File: config.mk
export PLATFORM = sky130hd
export DESIGN_NAME = spi_rx
export DESIGN_NICKNAME = d
export VERILOG_FILES = /design/src/rtl/spi_pkg.sv /design/src/rtl/spi_sync_edge.sv /design/src/rtl/spi_rx.sv
export SDC_FILE = /design/constraint.sdc
export NUM_CORES = 1
export LEC_CHECK = 0
export CAP_MARGIN = 20
export CORE_AREA = 2 2 59 55
export DETAILED_ROUTE_END_ITERATION = 6
export DIE_AREA = 0 0 61 57
export PLACE_DENSITY_LB_ADDON = 0.25
export SKIP_CTS_REPAIR_TIMING = 1
export SLEW_MARGIN = 20
export SYNTH_ARGS = -nofsm -noshare
export SYNTH_HDL_FRONTEND = slang
export SYNTH_SLANG_ARGS = --single-unit
File: constraint.sdc
create_clock -name clk_in -period 2.4 [get_ports clk_in]
set_input_delay 0.36 -clock clk_in [delete_from_list [all_inputs] [get_ports clk_in]]
set_output_delay 0.36 -clock clk_in [all_outputs]
set_load 0.1 [all_outputs]
File: src/rtl/spi_pkg.sv
// spi_pkg: shared SPI receiver state encoding and line idle levels
package spi_pkg;
  typedef enum logic [1:0] {WAIT_IDLE, IDLE, RECV, DONE} rx_state_t;
  localparam logic SPI_CLK_IDLE = 1'b0;
  localparam logic SPI_SEL_IDLE = 1'b1;
endpackage

File: src/rtl/spi_sync_edge.sv
// spi_sync_edge: multi-flop synchronizer with rising/falling edge detect on the synced level
module spi_sync_edge #(
  parameter int   STAGES  = 2,
  parameter logic RST_VAL = 1'b0
) (
  input  logic clk_in,
  input  logic rst_in,
  input  logic d_in,
  output logic q_out,
  output logic rise_out,
  output logic fall_out
);
  logic [STAGES-1:0] sync;
  logic prev;
  always_ff @(posedge clk_in) begin
    if (rst_in) begin
      sync <= {STAGES{RST_VAL}};
      prev <= RST_VAL;
    end else begin
      sync <= {sync[STAGES-2:0], d_in};
      prev <= sync[STAGES-1];
    end
  end
  assign q_out    = sync[STAGES-1];
  assign rise_out = q_out & ~prev;
  assign fall_out = ~q_out & prev;
endmodule

File: src/rtl/spi_rx.sv
// spi_rx: oversampled SPI receiver recovering MSB-first words from sel/clk/data lines
module spi_rx
  import spi_pkg::*;
#(
  parameter int DATA_WIDTH  = 8,
  parameter int SYNC_STAGES = 2
) (
  input  logic                  clk_in,
  input  logic                  rst_in,
  input  logic                  data_in,
  input  logic                  data_clk_in,
  input  logic                  sel_in,
  output logic [DATA_WIDTH-1:0] data_out,
  output logic                  data_valid_out,
  output logic                  error_out
);
  localparam int CW = $clog2(DATA_WIDTH) + 1;
  localparam int HW = $clog2(SYNC_STAGES + 1);
  localparam logic [CW-1:0] FULL  = CW'(DATA_WIDTH);
  localparam logic [HW-1:0] FLUSH = HW'(SYNC_STAGES);
  logic d_q, d_rise_unused, d_fall_unused;
  logic c_q_unused, c_rise, c_fall_unused;
  logic s_q, s_rise, s_fall;
  rx_state_t state;
  logic [CW-1:0] cnt;
  logic [HW-1:0] hold;
  logic [DATA_WIDTH-1:0] sr;
  logic overrun;
  spi_sync_edge #(.STAGES(SYNC_STAGES), .RST_VAL(1'b0)) u_data (
    .clk_in(clk_in), .rst_in(rst_in), .d_in(data_in),
    .q_out(d_q), .rise_out(d_rise_unused), .fall_out(d_fall_unused)
  );
  spi_sync_edge #(.STAGES(SYNC_STAGES), .RST_VAL(SPI_CLK_IDLE)) u_clk (
    .clk_in(clk_in), .rst_in(rst_in), .d_in(data_clk_in),
    .q_out(c_q_unused), .rise_out(c_rise), .fall_out(c_fall_unused)
  );
  spi_sync_edge #(.STAGES(SYNC_STAGES), .RST_VAL(SPI_SEL_IDLE)) u_sel (
    .clk_in(clk_in), .rst_in(rst_in), .d_in(sel_in),
    .q_out(s_q), .rise_out(s_rise), .fall_out(s_fall)
  );
  always_ff @(posedge clk_in) begin
    if (rst_in) begin
      state          <= WAIT_IDLE;
      cnt            <= '0;
      hold           <= '0;
      sr             <= '0;
      overrun        <= 1'b0;
      data_out       <= '0;
      data_valid_out <= 1'b0;
      error_out      <= 1'b0;
    end else begin
      data_valid_out <= 1'b0;
      error_out      <= 1'b0;
      case (state)
        WAIT_IDLE: begin
          hold <= s_q ? hold + 1'b1 : '0;
          if (s_q && hold == FLUSH) state <= IDLE;
        end
        IDLE: begin
          if (s_fall) begin
            cnt   <= '0;
            state <= RECV;
          end
        end
        RECV: begin
          if (cnt == FULL) begin
            data_out       <= sr;
            data_valid_out <= 1'b1;
            state          <= s_rise ? IDLE : DONE;
          end else if (s_rise) begin
            error_out <= cnt != '0;
            state     <= IDLE;
          end else if (c_rise) begin
            sr  <= {sr[DATA_WIDTH-2:0], d_q};
            cnt <= cnt + 1'b1;
          end
        end
        DONE: begin
          if (s_rise || s_fall) begin
            error_out <= overrun;
            overrun   <= 1'b0;
            cnt       <= '0;
            state     <= s_fall ? RECV : IDLE;
          end else if (c_rise) begin
            overrun <= 1'b1;
          end
        end
        default: state <= WAIT_IDLE;
      endcase
    end
  end
endmodule

Word level (Yosys, flattened, before mapping)
Index checks and enable logic that the tools add are counted.
Widths: inputs -> output; s select.
Word-level totals
  bits in registers: 35
  latch bits: 0
  bits in writable memories: 0
  ROM bits: 0
  input bits: 5
  output and inout port bits: 10
  word-level logic and storage cells: 70
  memories: 0
Operators by class
  add/subtract/negate cells: 2
  multipliers: 0
  divide/modulo/power cells: 0
  magnitude comparators: 0
  equality and inequality tests: 12
  shifts and indexed selects: 0
  muxes and demuxes: 22
  bitwise logic cells: 9
  reduce and logical (&&, ||, !) cells: 12
Operator list (count)
  $mux 4: 5
  $mux 2: 8
  $ne 2x2->1 const B: 6
  $pmux 4 s3: 1
  $pmux 2 s4: 1
  $reduce_and 4->1: 2
  $eq 2x2->1 const B: 3
  $mux 1: 6
  $not 1->1: 6
  $reduce_and 6->1: 1
  $add 4x1->4 const B: 1
  $eq 4x4->1 const B: 1
  $reduce_and 2->1: 2
  $reduce_bool 4->1: 1
  $and 1x1->1: 3
  $ne 3x3->1 const B: 1
  $reduce_bool 3->1: 1
  $add 2x1->2 const B: 1
  $eq 2x1->1 const B: 1
  $logic_not 2->1: 1
  $pmux 1 s2: 1
  $reduce_bool 2->1: 1
  $reduce_or 2->1: 1
  $logic_and 1x1->1: 1
  $logic_or 1x1->1: 1

Depth between registers and ports, before layout
Gate-level depths: netlist of the first run.
  depth in word-level cells: 6
  depth in mapped cells: 7
  depth with buffers taken out: 6

Hierarchy
A second synthesis of the first run with hierarchy kept.
Second synthesis, totals
  cells, all modules: 163
  area, all modules: 1461.4 um^2
By module, submodules not included
  spi_rx: times used 1, cells an instance 139, area an instance 1186.1 um^2, seq. area each 540.5 um^2
  spi_sync_edge (u_clk ...): times used 2, cells an instance 8, area an instance 91.3 um^2, seq. area each 60.1 um^2
  spi_sync_edge (u_sel): times used 1, cells an instance 8, area an instance 92.6 um^2, seq. area each 60.1 um^2

Worst setup path before layout of the first run
Ideal clock, no wire load.
  kind: register -> register
  from: register u_sel.sync[1]
  to: register cnt[2]
  library setup time: 0.078 ns
  data arrival time: 1.323 ns
  required time: 2.322 ns
  setup slack: 0.999 ns
  cell stages (with the launch flop): 7
  path buffers: 1
  clock period less this slack: 1.401 ns
  cell sequence: dfxtp_1 -> ha_1 -> nor3b_1 -> and3_1 -> buf_2 -> a21oi_1 -> nor3_1
On the way
  word-level cells in the longest chain between the ends: 5
  elaborated cells between the ends (all ways): 8
Ends and longest elaborated chain
  start, declared: RTL line spi_sync_edge.sv:13  | logic [STAGES-1:0] sync;
  start signal, assigned: RTL line spi_sync_edge.sv:17  | sync <= {STAGES{RST_VAL}};
  start signal, assigned: RTL line spi_sync_edge.sv:20  | sync <= {sync[STAGES-2:0], d_in};
  $not 1->1: RTL line spi_sync_edge.sv:26  | assign fall_out = ~q_out & prev;
  $and 1x1->1: RTL line spi_sync_edge.sv:26
  $logic_or 1x1->1: RTL line spi_rx.sv:79  | if (s_rise || s_fall) begin
  $ne 2x2->1 (no source line)
  $reduce_and 6->1 (no source line) *
  end signal, assigned: RTL line spi_rx.sv:75  | cnt <= cnt + 1'b1;
  end, declared: RTL line spi_rx.sv:25  | logic [CW-1:0] cnt;
Every way passes the cells marked *; elsewhere a longest branch is shown, timed or not.
A chain may end at the register's enable or synchronous reset.

Final worst setup path of the first run
  from: register u_sel.sync[1]
  to: register cnt[3]
Same word-level chain as after synthesis.

==> results of run 1 <==
==> report_power, final <==
group	total (mW)	internal, mW	switching [mW]
Combinational	0.255	0.106	0.149
Sequential	0.638	0.620	0.0177
Clock	0.307	0.114	0.193
Total	1.20	0.840	0.359
==> flip-flops by register name (all words and copies together), names as in the netlist <==
register	cells
hold	2
u_clk.prev	1
u_sel.prev	1
u_data.sync	2
u_sel.sync	2
state	2
error_out	1
data_valid_out	1
overrun	1
u_clk.sync	2
sr	8
data_out	8
cnt	4
==> layer usage <==
layer  part of all wire (%)  track usage, %  vias up  wire [um]
li1                       -               -      548          -
met1                     49            20.8      491       1200
met2                     45            25.2       25       1100
met3                    4.2            6.80        7        103
met4                    1.6            6.52        0         40
met5                      0               0        -          0
==> worst reg2reg max path: stages, from the launching register on <==
cell,delay (ns)
dfxtp_1,0.37
ha_1,0.24
nor3b_1,0.28
and3_1,0.46
a41oi_1,0.17
a311oi_1,0.24
==> path summary, 6_finish.rpt <==
check,from,to,cells after the start
worst max-delay path,u_sel.sync[1],cnt[3],5
worst min-delay path,u_sel.sync[0],u_sel.sync[1],1
worst max register to register,u_sel.sync[1],cnt[3],5
worst min register to register,u_sel.sync[0],u_sel.sync[1],1
==> per-stage QoR <==
step	total power [mW]	instance area (um2)	std cells	worst slack (ns)
final	1.20	1590	212	0.554
after global routing	1.26	1590	212	0.382
after CTS	1.20	1590	212	0.559
after detailed placement	0.905	1540	204	0.572
after global placement	0.889	1540	204	0.665
after floorplan	0.834	1380	153	0.999
==> final cells by class <==
cell class / count / area [um2] / share of cell area [%]
Sequential cell: 35 / 701 / 44.1
Clock buffer: 7 / 45.0 / 2.83
Inverter: 8 / 30.0 / 1.89
Clock inverter: 1 / 5.00 / 0.315
Timing Repair Buffer: 17 / 138 / 8.66
Tap cell: 42 / 52.6 / 3.31
Multi-Input combinational cell: 102 / 618 / 38.9
==> kinds of logic (layout without fill, tap and decap cells) <==
family	count (synthesis)	count (layout)	synth area share [%]
AO/OA/AOI/OAI	29	29	12.0
multiplexers	8	8	5.80
adder cells (fa/ha/maj)	5	5	4.53
AND/OR/NAND/NOR	60	60	22.5
flip-flops	35	35	50.7
buffers and inverters	16	33	4.53
==> cell usage in the layout, fill, tap and decap left out <==
cell type / Yosys / final
nand4b_1: 1 / 1
nand3_1: 5 / 5
clkbuf_4: 0 / 5
clkinv_2: 0 / 1
a21oi_1: 17 / 17
o21ai_1: 1 / 1
o21ai_0: 4 / 4
a31oi_1: 1 / 1
nand2b_1: 1 / 1
clkbuf_1: 6 / 2
or2_2: 3 / 3
a311oi_1: 2 / 2
nand3b_4: 1 / 1
nor3b_1: 1 / 1
and3b_1: 1 / 1
nor3_1: 3 / 3
mux2i_1: 8 / 8
a41oi_1: 2 / 2
o22ai_1: 1 / 1
dfxtp_1: 35 / 35
and3_1: 1 / 1
a211oi_1: 1 / 1
nor2_1: 11 / 11
nand2_1: 22 / 22
clkdlybuf4s50_1: 0 / 4
ha_1: 5 / 5
nor2b_1: 7 / 7
nand3b_1: 1 / 1
inv_1: 8 / 8
nor2_4: 1 / 1
buf_4: 0 / 13
and2b_1: 1 / 1
==> metrics.md, run 1 <==
| Metric | Value |
|---|---|
| Status | completed |
| WP buf/inv | 0 |
| Syn Inst Count | 153 |
| Fin Clk Skew | 0.00872 ns |
| Max VDD drop | 418 uV |
| Worst slew margin | 67.3% |
| Seq cells post-synth | 35 |
| Post-synth top area cell | dfxtp_1 |
| Clk slew on worst S/H paths | 0.11 ns |
| Tot GR Track Use | 16.5% |
| Die Span X | 61 um |
| Vert. Die Dim | 57 um |
| Final hold vios | 0 |
| Commonest cells post-synth | dfxtp_1 (35), nand2_1 (22), a21oi_1 (17), nor2_1 (11) |
| Share of layout cells above drive strength 1 | 14.1% |
| CTS tree | done |
| DRT iter0 DRCs | 15 |
| Slowest cell on crit path | and3_1 |
| Fillcell total | 281 |
| Initial antenna violation count | 0 |
| Netlist Area Pre-Place | 1380 um2 |
| Clock tree buffer depth | 2 |
| Internal reg-to-reg setup slack | 0.55 ns |
| Max Clock Freq | 0.542 GHz |
| Final #Nets | 179 |
| ANT nets after route | 0 |
| Starting Density | 47.2% |
| Post-Route Utilization | 54.3% |
| Delay-heaviest family, CP | simple AND/OR/NAND/NOR gates |
| Gr ovfl total | 0 |
| Period Utilization, post-route | 76.9% |
| Sequential fraction of the synthesis area | 50.7% |
| Largest net degree at the start of global routing | 22 |
| Via count | 1071 |
| I/O pin cnt | 15 |
| First-pass GRT wire length | 4190 um |
| Pins Over Slew Limit | 0 |
| Leakage | 0.597 nW |
| Top cells by area, synth | dfxtp_1 (51%), a21oi_1 (6.2%), nand2_1 (6.0%), mux2i_1 (5.8%), ha_1 (4.5%) |
| Die ar. | 3480 um2 |
| RSZ-0062 raised after global routing | no |
| Worst hold path type | flip-flop to flip-flop |
| Core outline area | 2920 um2 |
| Drt total wl | 2440 um |
| WP data arrival | 2.11 ns |
| Row count | 19 |
| Synth Flop Type | dfxtp_1 |
| Net Count, Synth | 163 |
| CP cell instances | ha_1 > nor3b_1 > and3_1 > a41oi_1 > a311oi_1 |
| WHS | 0.406 ns |
| Total CTS buffers | 5 |
| Synth warn | 0 |
| Pwr Density | 755 nW/um2 |
| Most frequent cell after synthesis | dfxtp_1 |
| H-tree Lvls | 2 |
| TritonCTS Sinks | 35 |
| Final setup vio count | 0 |
| Clk_lat worst skew | 0.34 ns |
| Number of remaining DRC errors | 0 |
| Crit path max fanout | 12 |
| Post-synth EDFFs | 0 |
| CP Launch Type | flip-flop |
| Post-route setup TNS | 0 ns |
| CP Capture Type | flip-flop |
| Synth-to-Final Area Change | 15.0% |
| Distinct cells, synth | 29 |
| Tmin final | 1.85 ns |
| Root buffer cell | clkbuf_4 |
| Post-DR vias/cell | 5.05 |
| GP Congestion | 0.770 |
| Crit path largest cell delay | 0.46 ns |
| Syn_area_per_cell | 9.03 um2 |
| Drt first pass iters | 4 |
| Hpwl dp | 1610 um |
| Async set or reset register ratio after synthesis | 0% |
| Yosys top cell area share | 50.7% |
| Slew @ Worst Pin | 0.489 ns |
| Antenna Cells | 0 |
| Number of global-route vias before repair | 981 |
| Number of max-cap violations | 0 |
| PortBufs | 14 |
| WP data required | 2.66 ns |
| Average routed wire per standard cell | 11.5 um |
| WS Path Type | flip-flop to flip-flop |
Note: power is estimated with default switching activity, not from simulation.
==> inputs of run 2 (changes only) <==
- clock period: 2.4 -> 1.8 ns (I/O delays scaled with it)
==> metrics.md, run 2 (synthesized netlist as in run 1, its figures left out) <==
| Metric | Value |
|---|---|
| Vert. Die Dim | 57 um (unchanged) |
| Sequential group share of total power | 52.0% (-1.2 points) |
| Pwr Density | 1020 nW/um2 (+36%) |
| Via count | 1065 (-0.56%) |
| Internal reg-to-reg setup slack | 0.12 ns (-0.43 ns) |
| Leading cell type in the layout, fill and taps excluded | dfxtp_1 |
| Post-route setup TNS | 0 ns (unchanged) |
| Root buffer cell | clkbuf_4 |
| Largest net degree at the start of global routing | 19 (-14%) |
| Number of global-route vias before repair | 1001 (+2.0%) |
| Post-Route Utilization | 56.0% (+1.6 points) |
| Dpl ws | 0.109 ns (-0.463 ns) |
| Clk slew on worst S/H paths | 0.10 ns (about the same) |
| Max VDD drop | 819 uV (+96%) |
| Average routed wire per standard cell | 11.4 um (-0.69%) |
| Crit path max fanout | 6 (-6) |
| Fillcell total | 266 (-5.3%) |
| Clock tree buffer depth | 2 (unchanged) |
| FF+latch area | 701 um2 (unchanged) |
| Period Utilization, post-route | 93.3% (+16 points) |
| I/O pin cnt | 15 (unchanged) |
| Die Span X | 61 um (unchanged) |
| Regs by FF count | data_out x8, sr x8, cnt x4 |
| WP data required | 2.04 ns (-0.62 ns) |
| CP Capture Type | flip-flop |
| Worst slew margin | 72.9% (+5.6 points) |
| Final setup vio count | 0 (unchanged) |
| Gr ovfl total | 0 (unchanged) |
| Sw Ratio | 28.5% (-1.4 points) |
| ANT nets after route | 0 (unchanged) |
| Area occupied by multi-input gates | 628 um2 (+1.6%) |
| Slack of the critical path | 0.121 ns (-0.433 ns) |
| RSZ-0062 raised after global routing | no |
| WS Path Type | flip-flop to flip-flop |
| Max Clock Freq | 0.596 GHz (+9.9%) |
| Cell depth of the worst flop-to-flop path | 5 (unchanged) |
| Pins Over Slew Limit | 0 (unchanged) |
| CP Launch Type | flip-flop |
| Worst hold path type | flip-flop to flip-flop |
| Worst reg2reg endpoint | cnt[3] |
| Drt total wl | 2450 um (+0.25%) |
| Hold path start | u_sel.sync[0] |
| Drt first pass iters | 4 (unchanged) |
| Slew @ Worst Pin | 0.406 ns (-0.0836 ns) |
| Combinational Power Share | 18.9% (-2.4 points) |
| Tmin final | 1.68 ns (-0.167 ns) |
| Power Total | 1.68 mW (+40%) |
| Die ar. | 3480 um2 (unchanged) |
| TritonCTS Sinks | 35 (unchanged) |
| Leakage | 0.620 nW (+3.8%) |
| Switch Pwr | 478 uW (+33%) |
| Synth-to-Final Area Change | 18.5% |
| Final #Nets | 181 (+1.1%) |
| Antenna Cells | 0 (unchanged) |
| Initial antenna violation count | 0 (unchanged) |
| WHS | 0.422 ns (+0.0168 ns) |
| Fin Clk Skew | 0.00801 ns (-0.000709 ns) |
| Status | completed |
| WP data arrival | 1.92 ns (-0.19 ns) |
| Final hold vios | 0 (unchanged) |
| Hold EP | u_sel.sync[1] |
| H-tree Lvls | 2 (unchanged) |
| Post-DR vias/cell | 4.98 (-1.5%) |
| Core outline area | 2920 um2 (unchanged) |
| Hold path cells | 1 (unchanged) |
| Total CTS buffers | 5 (unchanged) |
| DRT iter0 DRCs | 22 (+7) |
| Number of max-cap violations | 0 (unchanged) |
| Clock power share | 29.1% (+3.5 points) |
| CTS tree | done |
| Hpwl dp | 1670 um (+3.5%) |
| GP Congestion | 0.907 (+18%) |
| RR Startpoint | u_sel.sync[1] |
| Row count | 19 (unchanged) |
| Commonest non-fill, non-tap cells in the layout | dfxtp_1 (35), nand2_1 (22), a21oi_1 (17) |
| Clk_lat worst skew | 0.33 ns (about the same) |
| PortBufs | 14 (unchanged) |
| P_int | 1.20 mW (+43%) |
| Tot GR Track Use | 17.1% (+0.60 points) |
| Number of remaining DRC errors | 0 (unchanged) |
| Starting Density | 47.2% (unchanged) |
| Share of layout cells above drive strength 1 | 17.4% (+3.3 points) |
| First-pass GRT wire length | 4260 um (+1.6%) |
## run 2: how the worst max path moves through the flow
stage	depth (start not counted)	startpoint	end	slack, ns
after floorplan	6	u_sel.sync[1]	cnt[2]	0.40
after global placement	5	u_sel.sync[1]	cnt[2]	0.18
after detailed placement	5	u_sel.sync[1]	cnt[3]	0.11
after CTS	5	u_sel.sync[1]	cnt[2]	0.11
after global routing	6	u_sel.sync[1]	sr[2]	0.04
final	5	u_sel.sync[1]	cnt[3]	0.12
## run 2: layer usage
metal	GRT usage, %	share of wire (%)
met5	0	0
met1	21.3	49
met2	25.3	46
met4	7.45	0.94
met3	8.16	4.3
## run 2: final cells by class
type | count | area share, %
Multi-Input combinational cell | 102 | 38.4
Tap cell | 42 | 3.21
Clock buffer | 7 | 3.98
Sequential cell | 35 | 42.8
Timing Repair Buffer | 19 | 9.33
Clock inverter | 1 | 0.459
Inverter | 8 | 1.83
## run 2: critical path: stages, from the launching register on
cell      delay (ns)
dfxtp_1         0.37
ha_1            0.26
nor3b_2         0.24
and3_1          0.32
a41oi_1         0.15
a311oi_1        0.27
## run 2: power by group through the flow
stage	combinational, mW	sequential (mW)	clock (mW)
after floorplan	0.235	0.877	0
after global placement	0.307	0.886	0
after detailed placement	0.314	0.889	0
after CTS	0.315	0.871	0.505
after global routing	0.371	0.880	0.537
final	0.317	0.872	0.487
## run 2: metrics by stage
stage	instances	area [um2]
final	214	1640
after detailed placement	206	1550
after floorplan	153	1380
after global placement	206	1550
after global routing	214	1640
after CTS	214	1630
